<file path="config.mk">
export PLATFORM = sky130hd
export DESIGN_NAME = spi_slave_fsm
export DESIGN_NICKNAME = d
export VERILOG_FILES = /design/src/rtl/spi_slave_fsm.sv
export SDC_FILE = /design/constraint.sdc
export NUM_CORES = 1
export LEC_CHECK = 0
export CORE_AREA = 5 5 42 44
export DETAILED_ROUTE_END_ITERATION = 8
export DIE_AREA = 0 0 47 49
export PLACE_DENSITY_LB_ADDON = 0.1
export SETUP_SLACK_MARGIN = 0.3
export SLEW_MARGIN = 30
export SYNTH_ARGS = -nofsm -noshare
export SYNTH_HDL_FRONTEND = slang
export SYNTH_SLANG_ARGS = --single-unit
</file>
<file path="constraint.sdc">
create_clock -name clk -period 4.04 [get_ports clk]
set_input_delay 0.404 -clock clk [delete_from_list [all_inputs] [get_ports clk]]
set_output_delay 0.404 -clock clk [all_outputs]
set_load 0.02 [all_outputs]
</file>
<file path="src/rtl/spi_slave_fsm.sv">
// Control FSM for the SmolBoi SPI slave: sequences the header/data phases of a
// transaction and drives the shift register, address register, data memory and
// MISO buffer enables.
//
//   state  | meaning
//   -------+------------------------------------------------------------
//   GET    | shifting in the WIDTH-bit header on SCLK rising edges
//   GOT    | header complete; latch address, branch on the R/W bit
//   READ1  | wait one clk for data memory read latency
//   READ2  | parallel-load the memory word into the shift register
//   READ3  | drive MISO; shift out WIDTH bits on SCLK falling edges
//   WRITE1 | shifting in the WIDTH-bit data word on SCLK rising edges
//   WRITE2 | write the shifted-in word to the latched address
//   DONE   | transaction finished; idle until CS deasserts
module spi_slave_fsm #(
    parameter int WIDTH = 8,
    parameter int CNT_W = 4
) (
    input  logic       clk,
    input  logic       rst_n,
    input  logic       cs,
    input  logic       sclk_posedge,
    input  logic       sclk_negedge,
    input  logic       rw_bit,
    output logic       sr_we,
    output logic       addr_we,
    output logic       dm_we,
    output logic       miso_buff,
    output logic [2:0] state
);

    typedef enum logic [2:0] {
        GET    = 3'd0,
        GOT    = 3'd1,
        READ1  = 3'd2,
        READ2  = 3'd3,
        READ3  = 3'd4,
        WRITE1 = 3'd5,
        WRITE2 = 3'd6,
        DONE   = 3'd7
    } state_t;

    // Terminal count: the strobe that arrives while cnt holds WIDTH-1 is the
    // WIDTH-th one, so the counter never has to reach WIDTH and cannot wrap.
    localparam logic [CNT_W-1:0] CNT_LAST = CNT_W'(WIDTH - 1);
    localparam logic [CNT_W-1:0] CNT_ONE  = CNT_W'(1);

    state_t           state_q, state_d;
    logic [CNT_W-1:0] cnt_q, cnt_d;

    // State and bit counter registers.
    always_ff @(posedge clk or negedge rst_n) begin
        if (!rst_n) begin
            state_q <= GET;
            cnt_q   <= '0;
        end else begin
            state_q <= state_d;
            cnt_q   <= cnt_d;
        end
    end

    // Next-state and counter logic; CS deassertion overrides every other event.
    always_comb begin
        state_d = state_q;
        cnt_d   = cnt_q;
        if (cs) begin
            state_d = GET;
            cnt_d   = '0;
        end else begin
            unique case (state_q)
                GET: begin
                    if (sclk_posedge) begin
                        if (cnt_q == CNT_LAST) begin
                            state_d = GOT;
                            cnt_d   = '0;
                        end else begin
                            cnt_d = cnt_q + CNT_ONE;
                        end
                    end
                end
                GOT:    state_d = rw_bit ? READ1 : WRITE1;
                READ1:  state_d = READ2;
                READ2:  state_d = READ3;
                READ3: begin
                    if (sclk_negedge) begin
                        if (cnt_q == CNT_LAST) begin
                            state_d = DONE;
                            cnt_d   = '0;
                        end else begin
                            cnt_d = cnt_q + CNT_ONE;
                        end
                    end
                end
                WRITE1: begin
                    if (sclk_posedge) begin
                        if (cnt_q == CNT_LAST) begin
                            state_d = WRITE2;
                            cnt_d   = '0;
                        end else begin
                            cnt_d = cnt_q + CNT_ONE;
                        end
                    end
                end
                WRITE2: state_d = DONE;
                DONE:   state_d = DONE;
                default: begin
                    state_d = GET;
                    cnt_d   = '0;
                end
            endcase
        end
    end

    // Moore enable decode straight from the state register, one-hot by state.
    always_comb begin
        sr_we     = 1'b0;
        addr_we   = 1'b0;
        dm_we     = 1'b0;
        miso_buff = 1'b0;
        case (state_q)
            GOT:     addr_we   = 1'b1;
            READ2:   sr_we     = 1'b1;
            READ3:   miso_buff = 1'b1;
            WRITE2:  dm_we     = 1'b1;
            default: ;
        endcase
    end

    assign state = state_q;

endmodule
</file>
==> results of run 1 <==
-- metal layers --
| layer | track usage (%) | vias to the layer above | part of all wire, % |
|---|---|---|---|
| met5 | 0 | - | 0 |
| met2 | 16.7 | 9 | 50 |
| li1 | - | 220 | - |
| met4 | 6.91 | 0 | 2.2 |
| met1 | 12.0 | 211 | 42 |
| met3 | 3.32 | 4 | 5.6 |
-- power by group through the flow --
stage | clock [mW] | sequential, mW | combinational, mW
3_3_place_gp | 0 | 0.0744 | 0.0158
2_1_floorplan | 0 | 0.0741 | 0.00784
5_1_grt | 0.0719 | 0.0734 | 0.0180
6_report | 0.0655 | 0.0732 | 0.0155
4_1_cts | 0.0673 | 0.0732 | 0.0160
3_5_place_dp | 0 | 0.0744 | 0.0159
-- registers in the layout, indices dropped and copies added (netlist names) --
signal,cells
state,3
cnt_q,4
-- path summary, 6_finish.rpt --
kind | slack, ns | end | from | cells after the start
min in group clk | 0.56 | cnt_q[1] | cnt_q[1] | 2
worst max-delay path | 1.89 | dm_we | state[1] | 3
worst min-delay path | 0.41 | cnt_q[1] | rst_n | 1
max in group asynchronous | 3.40 | state[2] | rst_n | 1
worst min register to register | 0.56 | cnt_q[1] | cnt_q[1] | 2
worst max register to register | 2.15 | cnt_q[3] | state[2] | 4
-- through the flow --
stage / total power [mW] / cells / instance area (µm²) / setup WS, ns / hold slack (ns)
after detailed placement: 0.0903 / 79 / 576 / 1.81 / 0.544
after floorplan: 0.0820 / 55 / 459 / 2.12 / 0.108
final: 0.154 / 83 / 602 / 1.89 / 0.406
after global placement: 0.0903 / 79 / 576 / 1.85 / 0.544
after global routing: 0.163 / 83 / 602 / 1.80 / 0.428
after CTS: 0.156 / 83 / 602 / 1.88 / 0.412
-- Yosys cell counts (all sizes together), types with 2 or more instances --
master / n
dfrtp: 7
nor2: 7
a21oi: 6
nand2: 5
inv: 4
nor3: 4
buf: 3
mux2i: 2
nor4b: 2
o21ai: 2
or3: 2
-- logic make-up after synthesis --
family | count (synthesis)
simple gates | 24
flops | 7
mux | 3
compound gates | 12
buf+inv | 8
fa+ha+maj | 1
-- area by class of cell --
class / instances / share of cell area, %
well taps: 16 / 3.33
clock buffers: 4 / 4.37
inverters: 4 / 2.49
flip-flops and latches: 7 / 29.1
repair buffers: 12 / 20.0
multi-input cells: 40 / 40.7
==> flow_summary.toml, run 1 <==
[outcome]
status = "finished clean"

[critical_path]
crit_path_cell_trace = "inv_1, nor3_1, clkdlybuf4s50_1"
crit_slowest_cell = "clkdlybuf4s50_1"
critPathMaxFanout = 13
crit_buf_inv = 2
cp_top_family = "buffers and inverters"
arrival_ns = 1.74
end_kind = "primary output"
critPathLaunchType = "flip-flop"
cp_data_required_time_ns = 3.64
criticalPathCategory = "reg2out"
critPathMaxStageDelay_ns = 0.62

[run]
drv_cap = 0

[power]
swShare_pct = 23.6
power.share.clock_pct = 42.5
p_leak_nw = 0.232
pwr-share-seq_pct = 47.5
p_sw_mw = 0.0363
ir_worst_vdd_uv = 164
power_density_nw_per_um2 = 256
p_comb_share_pct = 10.1
intPower_mw = 0.118

[finish]
final.fill_count = 152
final_cell_mix = "12 x clkdlybuf4s50_1, 7 x nor2_1, 7 x dfrtp_1"
diodes = 0
drive_above_1_share_pct = 8.96
layout_commonest_cell = "clkdlybuf4s50_1"
syn2layout_area_growth_pct = 31.1
multi_input_comb_area_um2 = 245
utilization_pct = 42.9
layout.nets = 75
regArea_um2 = 175

[logic_synthesis]
ys_top_cells_by_area = "dfrtp_1 38%, a21oi_1 6.5%, nor2_1 5.7%, mux2i_1 4.4%, nor3_1 4.4%"
ys_async_sr_fraction_pct = 100
yosys.area.top_type = "dfrtp_1"
synth_compound_area_share_pct = 16.1
synth_nets = 62
synth_flop_cell = "dfrtp_1"
synth_mux_area_share_pct = 6.81
yosysWarningCount = 0
synth_fa_ha_area_share_pct = 2.72
yosysSeqAreaShare_pct = 38.1
syn-instance-count = 55
synth_xor_area_share_pct = 0
synth_seq_cells = 7
synth_area_um2 = 459
synth-simple-area-share_pct = 27.8
synth_edf_count = 0
synth_cell_types = 25
synth_top_area_share_pct = 38.1
avgSynthCellArea_um2 = 8.35
synth_top_family_by_area = "simple AND/OR/NAND/NOR gates"

[drt]
vias = 444
ant_nets = 0
via_per_inst = 5.35
drc = 0
routed_wl_um = 1000
wl_per_cell_um = 12.1
drt_first_pass_iters = 2
first_iter_violations = 2

[cts]
cts_num_sinks = 7
clk_pin_slew_ns = 0.05
holdBufCountCts = 0
cts_tree = "built"
root_buffer = "clkbuf_4"
cts_inserted_buffers = 3
cts-resized-gates = 0
clock_path_buffers = 2
post_cts_buffers = 0
htree_levels = 1
clk_latency_ns = 0.25

[floorplanning]
die_w_um = 47
fp-row-count = 14
initial_core_util_pct = 32.8
core_um2 = 1400
dieArea_um2 = 2300
die_height_um = 49
ios = 13

[global_route]
grt_pass1_wl_um = 1790
grt_max_degree = 14
grt_pass1_vias = 444
antenna_found_initial = 0
grt_use_total_pct = 10.7
grt-ovfl-total = 0

[timing]
skew_ns = 0.00190
layout_min_cycle_time_ns = 2.15
worst_slew_pin_slew_ns = 0.359
timing.final.crit_share_pct = 53.1
relSlewSlack_pct = 76.1
finalSetupTns_ns = 0
rsz0062_at_grt = "no"
hold_viol = 0
setup_viol = 0
slew_viol_final = 0
max_freq_mhz = 466

[hold_path]
hold_class = "in2async"

[placed_design]
place_hpwl_um = 788
io_buffers = 12
gp_congestion = 0.725
Power figures use the tool's default switching activity.
==> inputs of run 2 (changes only) <==
- clock period: 4.04 -> 2.05 ns (I/O delays scaled with it)
==> flow_summary.toml, run 2 (synthesis gave the netlist of run 1 again) <==
[cts]
cts_num_sinks = 7
clk_pin_slew_ns = 0.05
clock_path_buffers = 2
clk_latency_ns = 0.24
cts_tree = "built"
holdBufCountCts = 0
htree_levels = 1
cts_inserted_buffers = 3
root_buffer = "clkbuf_4"

[finish]
final_cell_mix = "7 x nor2_1, 7 x clkdlybuf4s50_1, 7 x buf_4"
drive_above_1_share_pct = 28.0
fin_cells = 91
regMostFlops = "cnt_q"
syn2layout_area_growth_pct = 49.6
layout.nets = 83
postLayoutCellArea_um2 = 687
diodes = 0
largest_reg_flops = 4

[placed_design]
dp.cells = 81
gp_congestion = 0.741
placed_area_um2 = 593
place_hpwl_um = 870
io_buffers = 12

[critical_path]
criticalPathCategory = "reg2reg"
critPathMaxFanout = 6
end_kind = "flip-flop"
arrival_ns = 1.89
cp_data_required_time_ns = 2.22
critPathLaunchType = "flip-flop"

[drt]
drc = 0
vias = 469
ant_nets = 0
via_per_inst = 5.15
first_iter_violations = 1
routed_wl_um = 1170
drt_first_pass_iters = 3
wl_per_cell_um = 12.9

[timing]
max_freq_mhz = 581
setup_viol = 0
finalSetupTns_ns = 0
rsz0062_at_grt = "yes"
hold_viol = 0
relSlewSlack_pct = 76.1
slew_viol_final = 0
hold_ws_ns = 0.213
timing.final.crit_share_pct = 83.9
layout_min_cycle_time_ns = 1.72
skew_ns = 0.00188
worst_slew_pin_slew_ns = 0.358

[power]
ir_worst_vdd_uv = 475
power_density_nw_per_um2 = 434
p_leak_nw = 0.301
finalPower_mw = 0.298

[global_route]
grt_use_total_pct = 11.8
grt_pass1_vias = 453
antenna_found_initial = 0
grt_max_degree = 9
grt-ovfl-total = 0
grt_pass1_wl_um = 1900

[floorplanning]
initial_core_util_pct = 32.8
fp-row-count = 14
dieArea_um2 = 2300
die_height_um = 49
core_um2 = 1400
die_w_um = 47
ios = 13

[outcome]
status = "finished clean"

[run]
drv_cap = 0

[hold_path]
hold_class = "in2async"
==> run 2: path summary, 6_finish.rpt <==
path	slack, ns	startpoint	cells past startpoint	to
worst min register to register	0.55	cnt_q[1]	2	cnt_q[1]
max in group asynchronous	1.59	rst_n	1	state[1]
worst max-delay path	0.33	state[0]	5	cnt_q[3]
worst min-delay path	0.21	rst_n	1	cnt_q[0]
min in group clk	0.34	sclk_posedge	4	state[0]
worst max register to register	0.33	state[0]	5	cnt_q[3]
==> run 2: critical path, cell delays in order, from the launching register on <==
cell and delay, ns:
dfrtp_2 0.41, buf_6 0.13, mux2i_2 0.16, o31a_2 0.38, or4_4 0.43, a21oi_2 0.13
==> run 2: power by group <==
group / internal (mW) / total, mW / switching (mW) / leakage, nW
sequential: 0.142 / 0.145 / 0.00290 / 0.0914
clock: 0.0740 / 0.120 / 0.0459 / 0.0150
combinational: 0.0180 / 0.0339 / 0.0159 / 0.195
==> run 2: layer usage <==
metal,wire [µm],GRT usage [%]
met1,437,11.9
met2,638,17.6
met3,58,4.43
met4,35,10.6
met5,0,0
==> run 2: final cells by class <==
type / count / area (µm²)
timing repair buffer: 20 / 183
sequential: 7 / 179
multi-input combinational: 40 / 264
fill: 148 / 714
tap: 16 / 20.0
clock buffer: 4 / 26.3
inverter: 4 / 15.0
==> run 2: repair_timing <==
| item | 4_1_cts | 5_1_grt |
|---|---|---|
| buffers inserted | 2 | 4 |
| pin swaps | 0 | 4 |
| setup endpoints to repair | 6 | 3 |
| resized for setup | 4 | 9 |
==> run 2: through the flow <==
stage	setup WS [ns]	utilization, %
global route	0.288	49.0
floorplan	0.210	-
finish	0.329	49.0
global placement	0.0952	42.3
CTS	0.306	44.9
detailed placement	0.0767	42.3
==> inputs of run 3 (changes only) <==
- clock period: 2.05 -> 1.7 ns (I/O delays scaled with it)
==> flow_summary.toml, run 3 (synthesis gave the netlist of run 1 again) <==
[outcome]
status = "finished with violations"
violations = "setup timing"

[timing]
hold_viol = 0
hold_ws_ns = 0.193
setup_ws_ns = -0.000552
worst_slew_pin_slew_ns = 0.338
layout_min_cycle_time_ns = 1.70
finalSetupTns_ns = -0.000552
setup_viol = 1
timing.final.crit_share_pct = 100
rsz0062_at_grt = "yes"
slew_viol_final = 0
relSlewSlack_pct = 77.4
skew_ns = 0.00274
max_freq_mhz = 588

[power]
pwr-share-seq_pct = 45.2
ir_worst_vdd_uv = 392
p_sw_mw = 0.0856
p_comb_share_pct = 17.0
swShare_pct = 22.3
p_leak_nw = 0.368
intPower_mw = 0.298
finalPower_mw = 0.383
power_density_nw_per_um2 = 442
power.share.clock_pct = 37.8

[placed_design]
dp.cells = 87
placed_area_um2 = 638
post-place-ws_ns = -0.167
place_hpwl_um = 906
io_buffers = 12
gp_congestion = 0.730

[hold_path]
hold_class = "in2async"

[finish]
layout_commonest_cell = "buf_4"
regMostFlops = "cnt_q"
diodes = 0
layout.nets = 93
syn2layout_area_growth_pct = 88.8
postLayoutCellArea_um2 = 867
drive_above_1_share_pct = 60.0
fin_cells = 101
largest_reg_flops = 4
utilization_pct = 61.9
final_cell_mix = "17 x buf_4, 6 x nor2_1, 6 x buf_6"

[floorplanning]
die_height_um = 49
ios = 13
core_um2 = 1400
initial_core_util_pct = 32.8
dieArea_um2 = 2300
fp-row-count = 14
die_w_um = 47

[critical_path]
cp_data_required_time_ns = 1.87
arrival_ns = 1.87
end_kind = "flip-flop"
criticalPathCategory = "reg2reg"
crit_slowest_cell = "or4b_4"
crit_path_cell_trace = "or4b_4, o31a_4, or4_4, a21oi_2"
critPathMaxStageDelay_ns = 0.53
critPathLaunchType = "flip-flop"
critPathMaxFanout = 5

[cts]
clock_path_buffers = 2
cts_inserted_buffers = 3
cts_tree = "built"
clk_pin_slew_ns = 0.05
clk_latency_ns = 0.24
root_buffer = "clkbuf_4"
cts_num_sinks = 7
htree_levels = 1

[global_route]
grt_pass1_wl_um = 2170
grt_pass1_vias = 523
grt_max_degree = 13
antenna_found_initial = 0
grt_use_total_pct = 12.8
grt-ovfl-total = 0

[drt]
routed_wl_um = 1350
vias = 517
drc = 0
drt_first_pass_iters = 1
via_per_inst = 5.12
first_iter_violations = 0
wl_per_cell_um = 13.4
ant_nets = 0

[run]
drv_cap = 0
==> run 3: changes by cell type in the layout (fill, tap and decap cells not counted), sizes merged <==
cell and delta:
clkbuf +1, dlymetal6s2s -1, clkdlybuf4s50 -2, clkdlybuf4s15 -1
dlygate4sd2 -2, clkinvlp +1, inv -1, buf +15
==> run 3: cell type report <==
cell class,count,area (µm²)
Fill cell,131,534
Inverter,4,21.3
Multi-Input combinational cell,40,363
Timing Repair Buffer,30,259
Tap cell,16,20.0
Clock buffer,4,26.3
Sequential cell,7,178
==> run 3: power by group through the flow <==
stage,Combinational (mW),Clock [mW],Sequential [mW]
global placement,0.0446,0,0.177
detailed placement,0.0450,0,0.177
floorplan,0.0186,0,0.176
finish,0.0650,0.145,0.173
global route,0.0707,0.172,0.174
CTS,0.0559,0.154,0.173
==> run 3: layer usage <==
layer / wire [µm] / vias to the layer above / track usage, %
met5: 0 / - / 0
met4: 12 / 0 / 6.91
met3: 51 / 2 / 2.21
met2: 787 / 8 / 22.4
met1: 502 / 248 / 13.5
li1: - / 259 / -
==> run 3: worst paths after layout <==
check	depth (start not counted)	startpoint	slack (ns)	endpoint
max	4	state[0]	-0.0006	cnt_q[3]
min	1	rst_n	0.19	cnt_q[0]
max reg2reg	4	state[0]	-0.0006	cnt_q[3]
min reg2reg	2	cnt_q[3]	0.58	cnt_q[3]
max in group asynchronous	1	rst_n	1.23	state[0]
min in group clk	2	cnt_q[3]	0.58	cnt_q[3]
==> run 3: critical path, delay by kind of cell (launching register included) <==
kind | cells | cell delay [ns]
and+or+nand+nor | 2 | 0.95
DFF | 1 | 0.39
AOI/OAI and AO/OA | 2 | 0.28
==> run 3: timing repair <==
action / in CTS / in global routing
setup endpoints to repair: 13 / 11
pin swaps: 5 / 4
hold buffers: 0 / 0
setup buffers: 3 / 7
gates resized for setup: 32 / 29
